<file path="src/rtl/manual_drive_ctrl_if.sv">
// Button/switch inputs and dashboard outputs of the manual drive controller.
interface manual_drive_ctrl_if;
  logic [3:0]  button_total;
  logic [3:0]  switch_total;
  logic        power_state;
  logic [1:0]  driving_mode;
  logic [1:0]  car_state;
  logic [1:0]  turn_show;
  logic        reverse_show;
  logic [15:0] mileage;

  modport master (
    output button_total, switch_total,
    input  power_state, driving_mode, car_state, turn_show, reverse_show, mileage
  );

  modport slave (
    input  button_total, switch_total,
    output power_state, driving_mode, car_state, turn_show, reverse_show, mileage
  );
endinterface

</file>
<file path="src/rtl/manual_drive_ctrl.sv">
// Car dashboard controller: synchronised/debounced buttons, manual-gear FSM, turn signals, odometer.
// Optional odometer built only when CAR_MILEAGE_EN is defined; otherwise mileage is tied to 0.
module manual_drive_ctrl #(
  parameter int DEBOUNCE_CYC  = 2000000,
  parameter int MILE_TICK_CYC = 100000000
) (
  input  logic sys_clk,
  input  logic rst,
  manual_drive_ctrl_if.slave bus
);

  typedef enum logic [1:0] {
    NOT_STARTING = 2'b00,
    STARTING     = 2'b01,
    MOVING       = 2'b10
  } car_state_e;

  localparam int DW = $clog2(DEBOUNCE_CYC + 1);
  localparam logic [DW-1:0] DB_LAST = DW'(DEBOUNCE_CYC - 1);

  logic [7:0] sync1_q, sync2_q;
  logic [3:0] btn_s, sw_s;
  logic [3:0] lvl_q, lvl_d, press_q;
  logic [DW-1:0] cnt_q [4];
  logic [DW-1:0] cnt_d [4];

  always_ff @(posedge sys_clk) begin
    if (rst) begin
      sync1_q <= '0;
      sync2_q <= '0;
    end else begin
      sync1_q <= {bus.button_total, bus.switch_total};
      sync2_q <= sync1_q;
    end
  end

  assign btn_s = sync2_q[7:4];
  assign sw_s  = sync2_q[3:0];

  // A differing sample advances the count; any agreeing sample clears it.
  always_comb begin
    for (int i = 0; i < 4; i++) begin
      lvl_d[i] = lvl_q[i];
      cnt_d[i] = '0;
      if (btn_s[i] != lvl_q[i]) begin
        if (cnt_q[i] == DB_LAST) lvl_d[i] = btn_s[i];
        else                     cnt_d[i] = cnt_q[i] + 1'b1;
      end
    end
  end

  always_ff @(posedge sys_clk) begin
    if (rst) begin
      lvl_q   <= '0;
      press_q <= '0;
      for (int i = 0; i < 4; i++) cnt_q[i] <= '0;
    end else begin
      lvl_q   <= lvl_d;
      press_q <= lvl_d & ~lvl_q;
      for (int i = 0; i < 4; i++) cnt_q[i] <= cnt_d[i];
    end
  end

  logic pwr_p, mode_p, left_p, right_p;
  logic clutch, throttle, brake, rev;
  assign {pwr_p, mode_p, left_p, right_p} = press_q;
  assign {clutch, throttle, brake, rev}   = sw_s;

  car_state_e  state_q, state_d, fsm_nxt;
  logic        stall;
  logic        power_q, power_d;
  logic [1:0]  mode_q, mode_d;
  logic [1:0]  turn_q, turn_d;
  logic        rev_show_q, rev_show_d;
  logic        rev_prev_q;

  always_ff @(posedge sys_clk) begin
    if (rst) state_q <= NOT_STARTING;
    else     state_q <= state_d;
  end

  always_comb begin
    fsm_nxt = state_q;
    stall   = 1'b0;
    if (power_q && mode_q == 2'b01 && !pwr_p) begin
      unique case (state_q)
        NOT_STARTING: begin
          if (throttle && clutch && !brake)       fsm_nxt = STARTING;
          else if (throttle && !clutch && !brake) stall   = 1'b1;
        end
        STARTING: begin
          if (brake)                      fsm_nxt = NOT_STARTING;
          else if (throttle && !clutch)   fsm_nxt = MOVING;
        end
        MOVING: begin
          // Shifting into/out of reverse without the clutch stalls the engine.
          if ((rev ^ rev_prev_q) && !clutch) stall   = 1'b1;
          else if (brake)                    fsm_nxt = NOT_STARTING;
          else if (clutch || !throttle)      fsm_nxt = STARTING;
        end
        default: fsm_nxt = NOT_STARTING;
      endcase
    end
    state_d = (pwr_p || stall) ? NOT_STARTING : fsm_nxt;
  end

  always_comb begin
    power_d = power_q;
    mode_d  = mode_q;
    turn_d  = turn_q;
    if (pwr_p) begin
      power_d = ~power_q;
      mode_d  = power_q ? 2'b00 : 2'b01;
      turn_d  = 2'b00;
    end else if (stall) begin
      power_d = 1'b0;
      mode_d  = 2'b00;
      turn_d  = 2'b00;
    end else if (power_q) begin
      if (mode_p && state_q == NOT_STARTING)
        mode_d = (mode_q == 2'b11) ? 2'b01 : mode_q + 2'b01;
      if (left_p && !right_p)
        turn_d = (turn_q == 2'b10) ? 2'b00 : 2'b10;
      else if (right_p && !left_p)
        turn_d = (turn_q == 2'b01) ? 2'b00 : 2'b01;
    end
    rev_show_d = power_d & rev;
  end

  always_ff @(posedge sys_clk) begin
    if (rst) begin
      power_q    <= 1'b0;
      mode_q     <= 2'b00;
      turn_q     <= 2'b00;
      rev_show_q <= 1'b0;
      rev_prev_q <= 1'b0;
    end else begin
      power_q    <= power_d;
      mode_q     <= mode_d;
      turn_q     <= turn_d;
      rev_show_q <= rev_show_d;
      rev_prev_q <= rev;
    end
  end

  assign bus.power_state  = power_q;
  assign bus.driving_mode = mode_q;
  assign bus.car_state    = state_q;
  assign bus.turn_show    = turn_q;
  assign bus.reverse_show = rev_show_q;

`ifdef CAR_MILEAGE_EN
  localparam int TW = $clog2(MILE_TICK_CYC + 1);
  localparam logic [TW-1:0] TICK_LAST = TW'(MILE_TICK_CYC - 1);

  logic [TW-1:0] tick_q, tick_d;
  logic [15:0]   mile_q, mile_d;

  // Tick counter holds outside MOVING so partial distance carries over.
  always_comb begin
    tick_d = tick_q;
    mile_d = mile_q;
    if (pwr_p) begin
      if (!power_q) mile_d = 16'h0000;
    end else if (state_q == MOVING) begin
      if (tick_q == TICK_LAST) begin
        tick_d = '0;
        mile_d = mile_q + 16'h0001;
      end else begin
        tick_d = tick_q + 1'b1;
      end
    end
  end

  always_ff @(posedge sys_clk) begin
    if (rst) begin
      tick_q <= '0;
      mile_q <= 16'h0000;
    end else begin
      tick_q <= tick_d;
      mile_q <= mile_d;
    end
  end

  assign bus.mileage = mile_q;
`else
  assign bus.mileage = 16'h0000;
`endif

endmodule

</file>
<file path="src/flat_wrapper.sv">
// flat-port wrapper written by rule: the top's interface ports become plain ports
module manual_drive_ctrl_flat 
#(
  parameter int DEBOUNCE_CYC  = 2000000,
  parameter int MILE_TICK_CYC = 100000000
)
  (sys_clk, rst, bus_button_total, bus_switch_total, bus_power_state, bus_driving_mode, bus_car_state, bus_turn_show, bus_reverse_show, bus_mileage);
  manual_drive_ctrl_if bus_i ();
  input  logic sys_clk;
  input  logic rst;
  input wire logic [$bits(bus_i.button_total)-1:0] bus_button_total;
  input wire logic [$bits(bus_i.switch_total)-1:0] bus_switch_total;
  output wire logic [$bits(bus_i.power_state)-1:0] bus_power_state;
  output wire logic [$bits(bus_i.driving_mode)-1:0] bus_driving_mode;
  output wire logic [$bits(bus_i.car_state)-1:0] bus_car_state;
  output wire logic [$bits(bus_i.turn_show)-1:0] bus_turn_show;
  output wire logic [$bits(bus_i.reverse_show)-1:0] bus_reverse_show;
  output wire logic [$bits(bus_i.mileage)-1:0] bus_mileage;
  assign bus_i.button_total = bus_button_total;
  assign bus_i.switch_total = bus_switch_total;
  assign bus_power_state = bus_i.power_state;
  assign bus_driving_mode = bus_i.driving_mode;
  assign bus_car_state = bus_i.car_state;
  assign bus_turn_show = bus_i.turn_show;
  assign bus_reverse_show = bus_i.reverse_show;
  assign bus_mileage = bus_i.mileage;
  manual_drive_ctrl #(.DEBOUNCE_CYC(DEBOUNCE_CYC), .MILE_TICK_CYC(MILE_TICK_CYC)) u_core (.sys_clk(sys_clk), .rst(rst), .bus(bus_i));
endmodule
</file>
<file path="config.mk">
export PLATFORM = sky130hd
export DESIGN_NAME = manual_drive_ctrl_flat
export DESIGN_NICKNAME = d
export VERILOG_FILES = /design/src/rtl/manual_drive_ctrl_if.sv /design/src/rtl/manual_drive_ctrl.sv /design/src/flat_wrapper.sv
export SDC_FILE = /design/constraint.sdc
export NUM_CORES = 1
export LEC_CHECK = 0
export ABC_AREA = 1
export CAP_MARGIN = 25
export CORE_ASPECT_RATIO = 1.75
export CORE_UTILIZATION = 54
export DETAILED_ROUTE_END_ITERATION = 7
export PLACE_DENSITY = 0.82
export SLEW_MARGIN = 20
export SYNTH_ARGS = -nofsm -noshare
export SYNTH_HDL_FRONTEND = slang
export SYNTH_SLANG_ARGS = --single-unit
</file>
<file path="constraint.sdc">
create_clock -name sys_clk -period 1.55 [get_ports sys_clk]
set_input_delay 0.31 -clock sys_clk [delete_from_list [all_inputs] [get_ports sys_clk]]
set_output_delay 0.31 -clock sys_clk [all_outputs]
set_load 0.01 [all_outputs]
</file>
==> metrics, run 1 <==
Mean Syn Cell Area 6.89 µm²; Max Cap Violations 0; RSZ-0062 raised after global routing true; clk_lat worst skew 420 ps; top layer reached by signal wires met4; CP Data Required Time 1860 ps; layout cells sized above 1 11.7%; final WL 13.1 mm; Via density 5.21; area delta synth->final 20.2%; 1st-pass router iterations 5; YS warnings 0; CTS Sinks 117; H-tree level count 4; combinational group share of total power 2.0%; Residual DRC 0; Iter 0 DRT Violations 282; Flop pwr share 42.7%; Final ANT Viol Nets 0; met2 wire len 7.34 mm; post-layout min period 1450 ps; Cells after Synth 834; endpoint type of the worst setup path flip-flop; DIE HEIGHT 138 µm; Final Hold Slack 401 ps; critical path type flip-flop to flip-flop; NumNets Final 911; switching power 0.00164 W; endpoints failing setup 0; Core Util, Final 67.1%; WHS Path Cells 2; DR vias 5388; max-slew violations 0; Top delay family on crit path simple AND/OR/NAND/NOR gates; first-pass GRT wire length 21.7 mm; CP Cell Sequence ha_2 -> nand3_2 -> nor2_4 -> nand4_1 -> nand2_1 -> buf_12 -> a21oi_1; IO buf count 17; total gr overflow 0; WP buf/inv 1; root buffer cell clkbuf_16; synthesis-stage register bit count 117; clock power share 55.3%; Worst path max stage delay 350 ps; worst slack, placed -191 ps; GP Congestion 0.876; Peak VDD IR 0.000932 V; Cell variety after synth 36; Worst path depth 7; most common cell after layout, fill and taps aside nand2_1; TritonCTS clock tree yes; pin count of the biggest net entering global routing 22; crit start category flip-flop; switch share 22.9%; fill count 847; die width 80.0 µm; Pint 0.00550 W; P per Cell Area 1030 nW/µm²; most frequent cells in the layout nand2_1 (183), nor2_1 (169), dfxtp_1 (111), inv_1 (102), a21oi_1 (45); diodes inserted 0; skew final 8.07 ps; core outline area 10300 µm²; vias in the first global route 5217; initial antenna violation count 0; Initial Util 55.8%; Final Hold Viols 0; Fmax 0.690 GHz; Final WS setup 100 ps; HPWL after DPL 9.03 mm; depth of the worst register-to-register path 7; IO Count 34; WL met3 440 µm; register area share after synthesis 40.7%; Crit-path slowest cell dfxtp_2; cts hold-fix bufs 0; Leak 2.44 nW; area of the mapped netlist 5750 µm²; Hold Path Class flip-flop to flip-flop; Max Buffers Root-to-Sink 2; CP Max Fanout 21; Post-synth EDFFs 0; die area 11100 µm²; std cell rows 49; Num CTS Buffers 17; Reg clk slew, reported paths 60 ps; status completed; Final period util 93.5%; worst endpoint data arrival time 1760 ps; Post-synth ARST share 0%; Top FF cell, synth dfxtp_1; drt wl/cell 12.6 µm; Total Routing Usage GR 25.1%; met1 wire length 4.77 mm
==> final timing paths <==
check	slack, ps	start	endpoint
worst max-delay path	100	u_core.cnt_q[1][0]	u_core.cnt_q[1][15]
worst min-delay path	400	u_core.sync1_q[4]	u_core.sync2_q[4]
worst max register to register	100	u_core.cnt_q[1][0]	u_core.cnt_q[1][15]
worst min register to register	400	u_core.sync1_q[4]	u_core.sync2_q[4]
==> metrics by stage <==
| stage | setup TNS, ps | cells | instance area [µm²] | power (W) |
|---|---|---|---|---|
| after global routing | -33.3 | 1035 | 6910 | 0.00733 |
| after floorplan | 0 | 849 | 5800 | 0.00322 |
| final | 0 | 1035 | 6910 | 0.00713 |
| after detailed placement | -11670 | 1000 | 6220 | 0.00324 |
| after CTS | 0 | 1032 | 6810 | 0.00715 |
| after global placement | -10670 | 1000 | 6220 | 0.00324 |
==> worst min-delay path, delay by kind of cell (launching register included) <==
| family | cells | cell delay (ps) |
|---|---|---|
| buffers and inverters | 1 | 40 |
| DFF | 1 | 290 |
| and+or+nand+nor | 1 | 30 |
==> final cells by class <==
| type | instances | area, µm² | share of cell area [%] |
|---|---|---|---|
| Clock buffer | 17 | 425 | 6.16 |
| Clock inverter | 15 | 173 | 2.50 |
| Inverter | 102 | 383 | 5.54 |
| Tap cell | 127 | 159 | 2.30 |
| Timing Repair Buffer | 53 | 457 | 6.61 |
| Sequential cell | 117 | 2350 | 34.0 |
| Multi-Input combinational cell | 604 | 2960 | 42.9 |
==> registers in the layout (all words and copies together) (netlist names) <==
register and count:
u_core.cnt_q 84, u_core.lvl_q 4, u_core.bus.power_state 1, u_core.bus.driving_mode 2, u_core.press_q 4, u_core.sync1_q 8
u_core.bus.turn_show 2, u_core.bus.car_state 2, u_core.rev_prev_q 1, u_core.sync2_q 8, u_core.bus.reverse_show 1
==> cells in the mapped netlist, drive strengths merged (13+ instances only) <==
library cell / count / area (µm²)
nand2: 186 / 708
nor2: 177 / 682
dfxtp: 117 / 2340
inv: 102 / 383
nand3: 48 / 273
a21oi: 45 / 225
nand4: 29 / 181
buf: 25 / 185
xor2: 24 / 210
nor3: 22 / 126
o21ai: 16 / 83.8
xnor2: 13 / 114
==> power groups by stage <==
stage	sequential (W)	clock [W]	combinational, W
global placement	0.00311	0	0.000132
finish	0.00304	0.00395	0.000141
floorplan	0.00311	0	0.000109
global route	0.00305	0.00413	0.000157
detailed placement	0.00311	0	0.000135
CTS	0.00304	0.00397	0.000137
==> what timing repair did <==
action,in CTS,in global routing
pin swaps,0,4
cloned,0,1
setup buffers,0,2
gates resized for setup,11,21
setup endpoints to repair,8,66
==> metal layers <==
layer  global-route usage (%)  vias up
li1                         -     2736
met5                        0        -
met3                     6.53       54
met4                     14.9        0
met2                     47.5      140
met1                     22.7     2458
==> kinds of logic (layout without fill, tap and decap cells) <==
group	count (synthesis)	in the layout	share of synthesized area, %
adder cells (fa/ha/maj)	6	6	1.31
AND/OR/NAND/NOR	481	481	36.5
buffers and inverters	128	187	9.95
other	1	16	0.0652
flip-flops	117	117	40.7
XOR/XNOR	37	37	5.64
AO/OA/AOI/OAI	64	64	5.75
No activity file was read; power rests on OpenSTA's default activity.
==> inputs of run 2 (changes only) <==
--- a/config.mk
+++ b/config.mk
@@ -6,8 +6,10 @@
 export NUM_CORES = 1
 export LEC_CHECK = 0
 export ABC_AREA = 1
+export ABC_CLOCK_PERIOD_IN_PS = 1550
 export CAP_MARGIN = 25
 export CORE_ASPECT_RATIO = 1.75
+export CORE_MARGIN = 5
 export CORE_UTILIZATION = 54
 export DETAILED_ROUTE_END_ITERATION = 7
 export PLACE_DENSITY = 0.82
==> metrics, run 2 (synthesized netlist as in run 1, its figures left out) <==
root buffer cell clkbuf_16; Largest regs u_core.cnt_q (84), u_core.sync1_q (8), u_core.sync2_q (8); pin count of the biggest net entering global routing 22 (unchanged); total gr overflow 0 (unchanged); TritonCTS clock tree yes; fin area 6870 µm² (-0.56%); Initial Util 54.4% (-1.4 points); most common cell after layout, fill and taps aside nand2_1; P per Cell Area 992 nW/µm² (-3.9%); critical path type flip-flop to flip-flop; Hold Path Class flip-flop to flip-flop; final WL 13.0 mm (-0.26%); Fmax 0.677 GHz (-1.9%); worst endpoint data arrival time 1790 ps (+30 ps); IO Count 34 (unchanged); crit start category flip-flop; Peak VDD IR 0.000753 V (-19%); Final Hold Viols 0 (unchanged); die area 12900 µm² (+16%); drt wl/cell 12.5 µm (-0.93%); Iter 0 DRT Violations 243 (-14%); Num CTS Buffers 17 (unchanged); max-slew violations 0 (unchanged); Placed Area 6260 µm² (+0.62%); DR vias 5344 (-0.82%); CP Max Fanout 21 (unchanged); diodes inserted 0 (unchanged); Total Routing Usage GR 21.3% (-3.8 points); Final period util 95.4% (+1.8 points); Final WS setup 71.9 ps (-28.4 ps); DIE HEIGHT 146 µm (+5.8%); endpoints failing setup 0 (unchanged); 1st-pass router iterations 4 (-1); initial antenna violation count 0 (unchanged); first-pass GRT wire length 21.8 mm (+0.67%); Reg clk slew, reported paths 60 ps (about the same); std cell rows 50 (+2.0%); max reg flops 84 (unchanged); NumNets Final 915 (+0.44%); endpoint type of the worst setup path flip-flop; die width 88.0 µm (+10%); area delta synth->final 19.5%; layout cells sized above 1 11.2% (-0.49 points); H-tree level count 4 (unchanged); core outline area 10600 µm² (+2.6%); worst slack, placed -167 ps (+24.4 ps); most frequent cells in the layout nand2_1 (184), nor2_1 (170), dfxtp_1 (115), inv_1 (102), a21oi_1 (45); post-layout min period 1480 ps (+28.4 ps); Final ANT Viol Nets 0 (unchanged); clk_lat worst skew 420 ps (about the same); Most flops, register u_core.cnt_q; fill count 890 (+5.1%); CP Data Required Time 1860 ps (about the same); CTS Sinks 117 (unchanged); Max Cap Violations 0 (unchanged); Max Buffers Root-to-Sink 2 (unchanged); IO buf count 17 (unchanged); Residual DRC 0 (unchanged); vias in the first global route 5255 (+0.73%); Leak 2.44 nW (-0.14%); skew final 9.34 ps (+1.27 ps); status completed; GP Congestion 0.917 (+4.8%); HPWL after DPL 9.54 mm (+5.6%); Via density 5.13 (-1.5%)
## run 2: cell count changes in the layout (fill, tap and decap cells not counted), moves of 2 or more
cell / before / now
buf_4: 32 / 37
dfxtp_1: 111 / 115
dfxtp_2: 6 / 2
clkinv_4: 5 / 2
inv_6: 3 / 6
bufinv_16: 2 / 0
clkinvlp_4: 2 / 4
nor3_1: 18 / 20
nor3_2: 2 / 0
## run 2: report_power, final
part	total [W]	leakage, nW	switching [W]	internal (W)
sequential	0.00304	0.947	0.0000116	0.00303
clock	0.00364	0.263	0.00152	0.00212
combinational	0.000138	1.23	0.0000792	0.0000586
total	0.00682	2.44	0.00161	0.00521
## run 2: layout make-up
type / instances / area, µm² / share of cell area [%]
clock buffers: 18 / 439 / 6.39
repair buffers: 57 / 498 / 7.25
inverters: 102 / 383 / 5.57
flip-flops and latches: 117 / 2340 / 34.1
multi-input cells: 604 / 2930 / 42.6
well taps: 130 / 163 / 2.37
clock inverters: 14 / 116 / 1.69
## run 2: repair_timing
action / in CTS / in global routing
pin swaps: 0 / 4
setup endpoints to repair: 8 / 63
hold buffers: 0 / 0
buffers inserted: 0 / 4
gates resized for setup: 10 / 10
hold endpoints to repair: 0 / 0
## run 2: path summary, 6_finish.rpt
check	start	to	slack, ps	cells past startpoint
worst min register to register	u_core.sync1_q[2]	u_core.sync2_q[2]	400	2
worst min-delay path	u_core.sync1_q[2]	u_core.sync2_q[2]	400	2
worst max-delay path	u_core.cnt_q[1][0]	u_core.cnt_q[1][15]	70	7
worst max register to register	u_core.cnt_q[1][0]	u_core.cnt_q[1][15]	70	7
## run 2: critical path: stages (launching register included)
cell and delay [ps]:
dfxtp_1 330, ha_1 230, nand3_4 130, nor2_4 150, nand4_1 150, nand2_1 160, buf_12 170, a21oi_1 60
## run 2: metrics by stage
step	hold slack, ps	total power, W	instances	utilization, %	setup TNS, ps
2_1_floorplan	388	0.00322	849	-	0
3_3_place_gp	390	0.00324	1006	59.2	-4990
3_5_place_dp	396	0.00325	1006	59.2	-7220
4_1_cts	404	0.00687	1038	64.4	0
5_1_grt	413	0.00703	1042	65.0	-271
6_report	403	0.00682	1042	65.0	0
## run 2: layer usage
metal	track usage [%]	part of all wire, %	vias to the layer above	wire (µm)
li1	-	-	2738	-
met1	19.8	35	2414	4540
met2	39.0	56	122	7340
met3	5.08	3.0	70	395
met4	14.4	5.9	0	767
met5	0	0	-	0
==> inputs of run 3 (changes only) <==
--- a/config.mk
+++ b/config.mk
@@ -12,6 +12,7 @@
 export CORE_MARGIN = 5
 export CORE_UTILIZATION = 54
 export DETAILED_ROUTE_END_ITERATION = 7
+export HOLD_SLACK_MARGIN = 0.1
 export PLACE_DENSITY = 0.82
 export SLEW_MARGIN = 20
 export SYNTH_ARGS = -nofsm -noshare
==> results of run 3 <==
Same layout as run 2: the final DEF is identical, and so are final timing and power.
